--- src/rtl/cpu_pkg.sv ---
// Shared types and constants for the branch/status path: condition codes, FSM states, PC width.
// Pure declarations; no logic, no latency, no flow control.
package cpu_pkg;

    localparam int PC_W_DEFAULT = 9;

    localparam logic [2:0] COND_B   = 3'b000;
    localparam logic [2:0] COND_BEQ = 3'b001;
    localparam logic [2:0] COND_BNE = 3'b010;
    localparam logic [2:0] COND_BLT = 3'b011;
    localparam logic [2:0] COND_BLE = 3'b100;

    typedef enum logic [1:0] {
        IDLE = 2'd0,
        EVAL = 2'd1,
        DONE = 2'd2
    } state_t;

endpackage

--- src/rtl/status_branch_unit_cond_eval.sv ---
// Branch condition decode on a set of status flags.
// Purely combinational, no handshake.
module cond_eval
    import cpu_pkg::*;
(
    input  logic [2:0] cond,
    input  logic       Z,
    input  logic       N,
    input  logic       V,
    output logic       taken
);

    always_comb begin
        taken = 1'b0;
        case (cond)
            COND_B:   taken = 1'b1;
            COND_BEQ: taken = Z;
            COND_BNE: taken = ~Z;
            COND_BLT: taken = N ^ V;
            COND_BLE: taken = (N ^ V) | Z;
            default:  taken = 1'b0;
        endcase
    end

endmodule

--- src/rtl/status_branch_unit.sv ---
// Status register, PC and branch FSM: accept -> EVAL -> DONE (pc written entering DONE, done pulses in DONE).
// br_ready only in IDLE, so one branch every 3 cycles; pc_load/pc_inc honoured only in IDLE without an accept.
module status_branch_unit
    import cpu_pkg::*;
#(
    parameter int PC_W = PC_W_DEFAULT
) (
    input  logic            clk,
    input  logic            reset,
    input  logic            Z_in,
    input  logic            N_in,
    input  logic            V_in,
    input  logic            loads,
    input  logic            pc_load,
    input  logic [PC_W-1:0] pc_in,
    input  logic            pc_inc,
    input  logic            br_valid,
    output logic            br_ready,
    input  logic [2:0]      cond,
    input  logic [15:0]     sximm8,
    output logic            Z,
    output logic            N,
    output logic            V,
    output logic [PC_W-1:0] pc,
    output logic            done,
    output logic            taken
);

    state_t          state_q, state_d;
    logic [PC_W-1:0] pc_q, pc_d;
    logic            z_q, z_d, n_q, n_d, v_q, v_d;
    logic [2:0]      cond_snap_q, cond_snap_d;
    logic [PC_W-1:0] imm_snap_q, imm_snap_d;
    logic [PC_W-1:0] pc_snap_q, pc_snap_d;
    logic            z_snap_q, z_snap_d, n_snap_q, n_snap_d, v_snap_q, v_snap_d;
    logic            accept;
    logic            cond_taken;
    logic            unused_imm;

    // Only the low PC_W bits of the offset matter; PC arithmetic is modulo 2^PC_W.
    assign unused_imm = ^sximm8;

    cond_eval u_cond_eval (
        .cond  (cond_snap_q),
        .Z     (z_snap_q),
        .N     (n_snap_q),
        .V     (v_snap_q),
        .taken (cond_taken)
    );

    assign br_ready = (state_q == IDLE) & ~reset;
    assign accept   = br_valid & br_ready;

    always_comb begin
        state_d     = state_q;
        pc_d        = pc_q;
        z_d         = z_q;
        n_d         = n_q;
        v_d         = v_q;
        cond_snap_d = cond_snap_q;
        imm_snap_d  = imm_snap_q;
        pc_snap_d   = pc_snap_q;
        z_snap_d    = z_snap_q;
        n_snap_d    = n_snap_q;
        v_snap_d    = v_snap_q;

        case (state_q)
            IDLE: begin
                if (accept) begin
                    state_d     = EVAL;
                    cond_snap_d = cond;
                    imm_snap_d  = sximm8[PC_W-1:0];
                    pc_snap_d   = pc_q;
                    // Pre-edge flags: a loads in the accept cycle must not steer this branch.
                    z_snap_d    = z_q;
                    n_snap_d    = n_q;
                    v_snap_d    = v_q;
                end else if (pc_load) begin
                    pc_d = pc_in;
                end else if (pc_inc) begin
                    pc_d = pc_q + PC_W'(1);
                end
            end
            EVAL: begin
                state_d = DONE;
                pc_d    = pc_snap_q + PC_W'(1) + (cond_taken ? imm_snap_q : '0);
            end
            DONE:    state_d = IDLE;
            default: state_d = IDLE;
        endcase

        if (loads) begin
            z_d = Z_in;
            n_d = N_in;
            v_d = V_in;
        end
    end

    always_ff @(posedge clk or posedge reset) begin
        if (reset) begin
            state_q     <= IDLE;
            pc_q        <= '0;
            z_q         <= 1'b0;
            n_q         <= 1'b0;
            v_q         <= 1'b0;
            cond_snap_q <= '0;
            imm_snap_q  <= '0;
            pc_snap_q   <= '0;
            z_snap_q    <= 1'b0;
            n_snap_q    <= 1'b0;
            v_snap_q    <= 1'b0;
        end else begin
            state_q     <= state_d;
            pc_q        <= pc_d;
            z_q         <= z_d;
            n_q         <= n_d;
            v_q         <= v_d;
            cond_snap_q <= cond_snap_d;
            imm_snap_q  <= imm_snap_d;
            pc_snap_q   <= pc_snap_d;
            z_snap_q    <= z_snap_d;
            n_snap_q    <= n_snap_d;
            v_snap_q    <= v_snap_d;
        end
    end

    assign Z     = z_q;
    assign N     = n_q;
    assign V     = v_q;
    assign pc    = pc_q;
    assign done  = (state_q == DONE);
    assign taken = (state_q == DONE) & cond_taken;

endmodule

--- config.mk ---
export PLATFORM = sky130hd
export DESIGN_NAME = status_branch_unit
export DESIGN_NICKNAME = d
export VERILOG_FILES = /design/src/rtl/cpu_pkg.sv /design/src/rtl/status_branch_unit_cond_eval.sv /design/src/rtl/status_branch_unit.sv
export SDC_FILE = /design/constraint.sdc
export NUM_CORES = 1
export LEC_CHECK = 0
export BUFFER_PORTS_ARGS = -buffer_cell sky130_fd_sc_hd__buf_4
export CAP_MARGIN = 0
export CORE_MARGIN = 2
export CORE_UTILIZATION = 57
export DETAILED_ROUTE_END_ITERATION = 8
export HOLD_SLACK_MARGIN = 0.03
export PLACE_DENSITY = 0.84
export SYNTH_ARGS = -nofsm -noshare
export SYNTH_HDL_FRONTEND = slang
export SYNTH_SLANG_ARGS = --single-unit
--- constraint.sdc ---
create_clock -name clk -period 7.6 [get_ports clk]
set_input_delay 0.76 -clock clk [delete_from_list [all_inputs] [get_ports clk]]
set_output_delay 0.76 -clock clk [all_outputs]
set_load 0.005 [all_outputs]
* After elaboration in Yosys (flattened, before gate mapping)
Cells that the tools add are included.
Storage, ports and cells: output and inout port bits 15, register bits after elaboration 38, memories 0, latch bits 0, word-level logic and storage cells 43, RAM bits 0, memory bits (read-only) 0
Cells by class: div/mod/pow operators 0, multiplexer cells 8, shifts and indexed selects 0, magnitude comparators 0, $mul 0, reduce and logical (&&, ||, !) cells 5, bitwise logic cells 7, add/sub/neg operators 3, equal/unequal tests 9
Operator list (count):
- $mux 9 | 4
- $add 9x1->9 const B | 2
- $pmux 9 s2 | 1
- $add 9x9->9 | 1
- $eq 3x2->1 const B | 2
- $pmux 1 s5 | 1
- $ne 2x2->1 const B | 2
- $pmux 2 s2 | 1
- $and 1x1->1 | 3
- $eq 3x1->1 const B | 1
- $eq 3x3->1 const B | 1
- $logic_not 3->1 | 1
- $ne 3x3->1 const B | 1
- $reduce_and 3->1 | 1
- $eq 2x1->1 const B | 1
- $eq 2x2->1 const B | 1
- $logic_not 2->1 | 1
- $mux 2 | 1
- $not 1->1 | 2
- $reduce_and 2->1 | 1
- $reduce_bool 2->1 | 1
- $or 1x1->1 | 1
- $xor 1x1->1 | 1

* Depth between registers and ports, before layout
Gate-level depths: netlist (run 1).
depth in word-level cells 6, gate-level depth with buffers 10, gate-level depth less buffers 10

* Hierarchy
A second synthesis (run 1) with hierarchy kept.
Second synthesis, totals: cells, all modules 216, area total of the unflattened synthesis 2223.4 um2
Modules (own cells, without submodules):
- status_branch_unit | cells an instance 210, times used 1, area each 2168.3 um2
- cond_eval | cells an instance 6, times used 1, area each 55.1 um2

* Worst setup path after synthesis (run 1)
OpenSTA, ideal clock, no wires.
path kind reg2reg, start point register cond_snap_q[1], end point register pc_q[5] (netlist: pc[5]), path buffers 0, stages on the path, launching flop included 10, data arrival time 2.384 ns, path slack 5.097 ns, library setup time 0.120 ns, cells stage by stage dfrtp_1 and3b_1 o21a_1 nor2_1 nor2b_1 ha_1 and2_1 or2_1 a2111o_1 a31o_1
Between the ends: cells in the longest elaborated chain, start to end 5, elaborated cells between the ends (all ways) 9, classes of those cells 1 x add/sub; 4 x eq/ne; 3 x mux; 1 x reduce/logical
RTL lines:
- start: declaration | RTL line status_branch_unit.sv:32 | logic [2:0] cond_snap_q, cond_snap_d;
- start signal: assignment | RTL line status_branch_unit.sv:118 | cond_snap_q <= cond_snap_d;
- $eq 3x3->1, or another cell as far along | RTL line status_branch_unit_cond_eval.sv:15 | case (cond)
- $pmux 1 s5 * | RTL line status_branch_unit_cond_eval.sv:15
- $mux 9 * | RTL line status_branch_unit.sv:86 | pc_d = pc_snap_q + PC_W'(1) + (cond_taken ? imm_snap_q : '0);
- $add 9x9->9 * | RTL line status_branch_unit.sv:86
- $pmux 9 s2 * | RTL line status_branch_unit.sv:67 | case (state_q)
- end signal: assignment | RTL line status_branch_unit.sv:114 | pc_q <= pc_d;
- end: declaration | RTL line status_branch_unit.sv:30 | logic [PC_W-1:0] pc_q, pc_d;
Every way passes the cells marked *; elsewhere a longest branch is shown, timed or not. A chain may end at the register's enable or synchronous reset.

* Worst setup path in the final report (run 1)
start point register z_snap_q, end point register pc_q[6] (netlist: pc[6])
Between the ends: cells in the longest elaborated chain, start to end 5, elaborated cells between the ends (all ways) 6, classes of those cells 1 x add/sub; 3 x mux; 2 x bitwise
RTL lines:
- start: declaration | RTL line status_branch_unit.sv:35 | logic z_snap_q, z_snap_d, n_snap_q, n_snap_d, v_snap_q, v_snap_d;
- start signal: assignment | RTL line status_branch_unit.sv:121 | z_snap_q <= z_snap_d;
- $or 1x1->1 or $not 1->1 (tied branches) | RTL line status_branch_unit_cond_eval.sv:20, status_branch_unit_cond_eval.sv:18
- $pmux 1 s5 * | RTL line status_branch_unit_cond_eval.sv:15
- $mux 9 * | RTL line status_branch_unit.sv:86
- $add 9x9->9 * | RTL line status_branch_unit.sv:86
- $pmux 9 s2 * | RTL line status_branch_unit.sv:67
Marked as above.

==> results of run 1 <==
where the power goes:
group	switching (uW)	total (uW)	internal (uW)
clock network	72.2	212	140
logic	194	398	204
registers	68.5	332	263
total	335	942	607
cell type report:
class                           count  area (sq um)  area share, %
Tap cell                           50          62.6           2.23
Clock inverter                      2          60.1           2.14
Sequential cell                    38           951           33.9
Inverter                           12          45.0           1.60
Clock buffer                        6          82.6           2.94
Multi-Input combinational cell    169          1270           45.2
Timing Repair Buffer               45           338           12.0
logic make-up (layout without fill, tap and decap cells):
logic type               after synthesis  after routing  synth area share (%)
XOR/XNOR                               6              6                  2.28
multiplexers                          27             27                  13.2
adder cells (fa/ha/maj)               10             10                  5.76
flip-flops                            38             38                  41.3
AO/OA/AOI/OAI                         52             52                  15.3
buffers and inverters                 20             65                  3.59
AND/OR/NAND/NOR                       74             74                  18.6
flip-flops by register name, indices dropped and copies added, names as in the netlist:
register and count:
V 1, state_q 2, v_snap_q 1, cond_snap_q 3, imm_snap_q 9, n_snap_q 1
z_snap_q 1, N 1, pc_snap_q 9, pc 9, Z 1
worst max-delay path by stage:
stage,startpoint,end,slack [ps],depth (start not counted)
CTS,cond_snap_q[1],pc[8],4760,10
finish,z_snap_q,pc[6],4770,10
global placement,cond_snap_q[1],pc[7],4800,9
detailed placement,cond_snap_q[1],pc[8],4780,10
global route,cond_snap_q[1],pc[5],4530,10
floorplan,cond_snap_q[1],pc[5],5100,9
metal layers:
layer | vias to the layer above | track usage (%) | share of wire, %
met5 | - | 0 | 0
met4 | 0 | 8.42 | 1.6
met3 | 8 | 4.17 | 5.0
met2 | 45 | 36.0 | 47
met1 | 864 | 31.0 | 46
li1 | 904 | - | -
worst register-to-register path, delay by kind of cell, from the launching register on:
kind	cells	cell delay (ps)
AND/OR/NAND/NOR	2	480
multiplexers	1	360
flip-flops	1	380
AO/OA/AOI/OAI	5	850
adder cells (fa/ha/maj)	2	620
cells in the mapped netlist (all sizes together) (2+ instances only):
| library cell | count | area, sq um |
|---|---|---|
| inv | 12 | 45.0 |
| o2111ai | 2 | 17.5 |
| o211ai | 5 | 37.5 |
| o21ai | 11 | 55.1 |
| a21o | 2 | 15.0 |
| ha | 9 | 113 |
| nor4 | 2 | 12.5 |
| o21a | 4 | 30.0 |
| nor2b | 13 | 81.3 |
| buf | 5 | 25.0 |
| and3 | 2 | 17.5 |
| nor2 | 12 | 45.0 |
| a21oi | 14 | 70.1 |
| nand2 | 14 | 55.1 |
| or3 | 2 | 12.5 |
| dfrtp | 38 | 951 |
| nor3 | 4 | 31.3 |
| and2 | 2 | 12.5 |
| a31oi | 2 | 12.5 |
| xor2 | 5 | 43.8 |
| or2 | 2 | 12.5 |
| nand2b | 8 | 50.1 |
| mux2 | 26 | 293 |
| nand3 | 7 | 47.6 |
| clkbuf | 3 | 12.5 |
| o22ai | 2 | 12.5 |
per-stage QoR:
step                setup slack (ps)  cells  util [%]  total power (uW)  hold WS, ps
detailed placement              4780    314      67.6               727          487
global route                    4530    322      71.2              1010          520
finish                          4770    322      71.2               942          502
global placement                4800    314      67.6               709          484
CTS                             4760    322      71.2               943          504
floorplan                       5100    227         -               609          473
==> results.py, run 1 <==
metrics = {
    "synth": {
        "synth_ff_type": "dfrtp_1",
        "syn_inst": 227,
        "async_reset_ff_share_pct": 100,
        "ys_warn_count": 0,
        "syn_area_sq_um": 2300,
        "synth_nets": 274,
        "syn_area_per_cell_sq_um": 10.1,
        "synth_seq_cells": 38,
        "synth_edf_count": 0,
        "ys_seq_area_share_pct": 41.3,
        "synth.distinct_cells": 52,
    },
    "place": {
        "port_buffers": 44,
        "finalWeightedCongestion": 0.862,
        "place_hpwl_um": 3420,
        "place_area_sq_um": 2670,
    },
    "worst_hold_path": {
        "holdPathStages": 1,
        "hold_start": "imm_snap_q[6]",
        "worstHoldEndpoint": "imm_snap_q[6]",
        "hold_path.class": "flip-flop to flip-flop",
    },
    "power": {
        "power_density_nw_per_um2": 336,
        "vdd_drop_max_mv": 0.181,
        "leakage_uw": 0.00124,
    },
    "route": {
        "drt_iter0_drc": 83,
        "ant_nets": 0,
        "vias": 1821,
        "drtPass1Iterations": 4,
        "viasPerCell": 5.66,
        "drc": 0,
        "wl_per_cell_um": 14.7,
        "wl_um": 4740,
    },
    "grt": {
        "grt_pass1_wl_um": 7550,
        "track_usage_pct": 22.7,
        "grt_max_degree": 39,
        "grt_pass1_vias": 1615,
        "antenna_found_initial": 0,
        "grt-ovfl-total": 0,
    },
    "floorplanning": {
        "core_area_sq_um": 3940,
        "die_y_um": 67.6,
        "start_util_pct": 58.4,
        "die_w_um": 67.6,
        "rows": 23,
        "die_area_sq_um": 4560,
        "ios": 52,
    },
    "finish": {
        "fill_cells": 303,
        "fin_nets": 318,
        "final_cell_area_sq_um": 2810,
        "syn_to_final_growth_pct": 22.0,
        "n_antenna_cell": 0,
        "mostFrequentLayoutCell": "buf_4",
        "layout_common_cells": "buf_4, dfrtp_1, mux2_2",
        "drive_gt1_share_pct": 31.6,
    },
    "worst_setup_path": {
        "arrival_ps": 2970,
        "r2r_start": "z_snap_q",
        "critPathKind": "flip-flop to flip-flop",
        "crit_path_end_kind": "flip-flop",
        "worst_path_most_repeated_cell": "o21ai_0",
        "crit_family": "compound AO/OA/AOI/OAI gates",
        "cp_max_fo": 3,
        "start_kind": "flip-flop",
        "cpPeakStageDelay_ps": 380,
        "crit_chain": "mux2_2, o22ai_1, o21ai_0, ha_1, fa_1, nor2b_1, o2111ai_1, and3_1, o21ai_0, a31oi_1",
        "crit_buf_inv": 0,
        "worst_r2r_path_depth": 10,
        "r2r-end": "pc[6]",
        "reg2reg_slack_ps": 4770,
        "critPathSlowestCell": "dfrtp_1",
        "worstPathRequired_ps": 7740,
    },
    "cts": {
        "hold_buffers": 0,
        "clock_path_buffers": 2,
        "post_cts_resized": 0,
        "cts_tree": "built",
        "cts.clk_slew.worst_paths_ps": 70,
        "clock_latency_ps": 300,
        "clockRootBuffer": "clkbuf_8",
        "numClockSinks": 38,
        "cts_made_buffers": 5,
        "postCtsSetupBuffers": 0,
        "htree_levels": 2,
    },
    "sta": {
        "layout_min_cycle_time_ps": 2830,
        "finalHoldViolations": 0,
        "relSlewSlack_pct": 19.5,
        "period_share_pct": 37.3,
        "worst_pin_slew_ps": 1200,
        "fin_tns_setup_ps": 0,
        "setup_viol": 0,
        "clock_skew_ps": 4.55,
        "fmax_ghz": 0.353,
        "slew_violations": 0,
        "rsz0062_at_grt": "no",
    },
    "flow_run": {
        "drv_cap": 0,
    },
    "run_status": {
        "status": "finished, final reports clean",
    },
}
Power figures use the tool's default switching activity.
==> inputs of run 2 (changes only) <==
--- a/config.mk
+++ b/config.mk
@@ -5,13 +5,14 @@
 export SDC_FILE = /design/constraint.sdc
 export NUM_CORES = 1
 export LEC_CHECK = 0
+export ABC_AREA = 1
 export BUFFER_PORTS_ARGS = -buffer_cell sky130_fd_sc_hd__buf_4
 export CAP_MARGIN = 0
 export CORE_MARGIN = 2
-export CORE_UTILIZATION = 57
+export CORE_UTILIZATION = 49
 export DETAILED_ROUTE_END_ITERATION = 8
 export HOLD_SLACK_MARGIN = 0.03
-export PLACE_DENSITY = 0.84
+export PLACE_DENSITY = 0.76
 export SYNTH_ARGS = -nofsm -noshare
 export SYNTH_HDL_FRONTEND = slang
 export SYNTH_SLANG_ARGS = --single-unit
==> constraint.sdc (replaced) <==
create_clock -name clk -period 2.5 [get_ports clk]
set_input_delay 0.25 -clock clk [delete_from_list [all_inputs] [get_ports clk]]
set_output_delay 0.25 -clock clk [all_outputs]
set_load 0.005 [all_outputs]
==> results.py, run 2 <==
metrics = {
    "grt": {
        "grt_pass1_vias": 2038,
        "grt_pass1_wl_um": 8830,
        "track_usage_pct": 21.7,
        "antenna_found_initial": 0,
        "grt_max_degree": 39,
        "grt-ovfl-total": 0,
    },
    "synth": {
        "synth_edf_count": 0,
        "syn_inst": 301,
        "syn_area_sq_um": 2290,
        "ys_warn_count": 0,
        "syn_area_per_cell_sq_um": 7.60,
        "synth_top_area_share_pct": 41.6,
        "ys_seq_area_share_pct": 41.6,
        "async_reset_ff_share_pct": 100,
        "synth_nets": 348,
        "synth.distinct_cells": 26,
        "synth_seq_cells": 38,
        "yosys-top-cells-area": "dfrtp_1, nand2_1, o21ai_0",
        "synthTopCellsByCount": "nand2_1, inv_1, dfrtp_1, o21ai_0, nand3_1",
        "synth_largest_area_cell": "dfrtp_1",
        "synth.most_common_cell": "nand2_1",
        "synth_ff_type": "dfrtp_1",
    },
    "worst_setup_path": {
        "critPathSlowestCell": "dfrtp_1",
        "start_kind": "flip-flop",
        "worstPathRequired_ps": 2680,
        "worst_r2r_path_depth": 14,
        "startpoint": "z_snap_q",
        "crit_path_end_kind": "flip-flop",
        "critPathKind": "flip-flop to flip-flop",
        "cp_max_fo": 5,
        "r2r_start": "z_snap_q",
        "worst_path_most_repeated_cell": "nand2_1",
        "cp-endpoint": "pc[8]",
        "arrival_ps": 2470,
        "r2r-end": "pc[8]",
        "cpPeakStageDelay_ps": 370,
        "crit_chain": "inv_1, nand2_1, nand2_1, nand2_1, nand3_1, ha_1, fa_1, inv_1, nand3_1, nand2_1, a21oi_1, nand3b_1, nand3_1, a21oi_1",
        "reg2reg_slack_ps": 210,
    },
    "sta": {
        "clock_skew_ps": 7.87,
        "relSlewSlack_pct": 61.5,
        "finalHoldViolations": 0,
        "layout_min_cycle_time_ps": 2290,
        "fmax_ghz": 0.436,
        "rsz0062_at_grt": "no",
        "worst_pin_slew_ps": 576,
        "period_share_pct": 91.6,
        "slew_violations": 0,
        "fin_tns_setup_ps": 0,
        "setup_viol": 0,
        "setup_ws_ps": 209,
    },
    "cts": {
        "postCtsSetupBuffers": 0,
        "htree_levels": 2,
        "cts_made_buffers": 5,
        "post_cts_resized": 0,
        "numClockSinks": 38,
        "clock_latency_ps": 290,
        "hold_buffers": 0,
        "cts_tree": "built",
        "clock_path_buffers": 2,
        "cts.clk_slew.worst_paths_ps": 70,
        "clockRootBuffer": "clkbuf_8",
    },
    "run_status": {
        "status": "finished, final reports clean",
    },
    "finish": {
        "fin_nets": 393,
        "mostFrequentLayoutCell": "nand2_1",
        "seqCellArea_sq_um": 951,
        "layout_common_cells": "nand2_1, inv_1, buf_4",
        "utilization_pct": 62.0,
        "syn_to_final_growth_pct": 19.6,
        "drive_gt1_share_pct": 19.7,
        "multi_input_area_sq_um": 1120,
        "n_antenna_cell": 0,
        "fill_cells": 405,
    },
    "power": {
        "power_density_nw_per_um2": 780,
        "leakage_uw": 0.00145,
        "vdd_drop_max_mv": 0.468,
        "total_power_uw": 2130,
    },
    "floorplanning": {
        "die_w_um": 72.3,
        "die_y_um": 72.3,
        "rows": 24,
        "core_area_sq_um": 4410,
        "die_area_sq_um": 5230,
        "ios": 52,
        "start_util_pct": 51.8,
    },
    "place": {
        "place_hpwl_um": 3770,
        "finalWeightedCongestion": 0.848,
        "port_buffers": 44,
        "place_ws_ps": 111,
    },
    "route": {
        "wl_um": 4970,
        "vias": 2040,
        "wl_per_cell_um": 12.5,
        "drtPass1Iterations": 4,
        "drt_iter0_drc": 142,
        "drc": 0,
        "viasPerCell": 5.13,
        "ant_nets": 0,
    },
    "flow_run": {
        "drv_cap": 0,
    },
    "worst_hold_path": {
        "hold_path.class": "input pin to async pin",
    },
}
## run 2: power by group
group          switching (uW)  internal [uW]
clock                     200            192
sequential                124            757
combinational             501            360
## run 2: worst max-delay path: cells and delay by family, from the launching register on
kind / cells / cell delay [ps]
flip-flops: 1 / 370
AO/OA/AOI/OAI: 2 / 160
adder cells (fa/ha/maj): 2 / 580
buffers and inverters: 2 / 160
AND/OR/NAND/NOR: 8 / 900
## run 2: how the worst min path moves through the flow
stage | startpoint | endpoint | slack (ps) | cells after the start
after floorplan | loads | N | 360 | 1
final | reset | pc_snap_q[7] | 90 | 3
after CTS | reset | state_q[1] | 110 | 3
after global routing | reset | pc_snap_q[7] | 150 | 3
after global placement | reset | pc_snap_q[7] | 420 | 3
after detailed placement | reset | state_q[1] | 420 | 3
## run 2: kinds of logic (layout without fill, tap and decap cells)
kind of cell,count (synthesis),after routing,share of synthesized area [%]
and+or+nand+nor,126,126,24.2
AOI/OAI and AO/OA,66,66,16.7
buffers and inverters,57,102,10.2
DFF,38,38,41.6
adders and majority gates,10,10,5.80
xor gates and xnor gates,4,4,1.53
## run 2: final cells by class
type                       count  share of cell area, %
multi-input combinational    206                   40.8
inverter                      49                   6.72
timing repair buffer          46                   12.6
tap                           52                   2.38
clock buffer                   7                   2.79
sequential                    38                   34.7
## run 2: stage by stage
step / cell area [sq um] / hold slack, ps / instances
floorplan: 2290 / 357 / 301
global placement: 2650 / 421 / 391
detailed placement: 2650 / 418 / 391
CTS: 2730 / 107 / 398
global route: 2740 / 149 / 398
finish: 2740 / 87.2 / 398
## run 2: metal layers
layer / up-vias / routed length (um) / global-route usage [%]
met5: - / 0 / 0
met4: 0 / 111 / 9.22
met3: 11 / 200 / 2.78
met2: 41 / 2480 / 37.1
met1: 929 / 2180 / 27.7
li1: 1059 / - / -
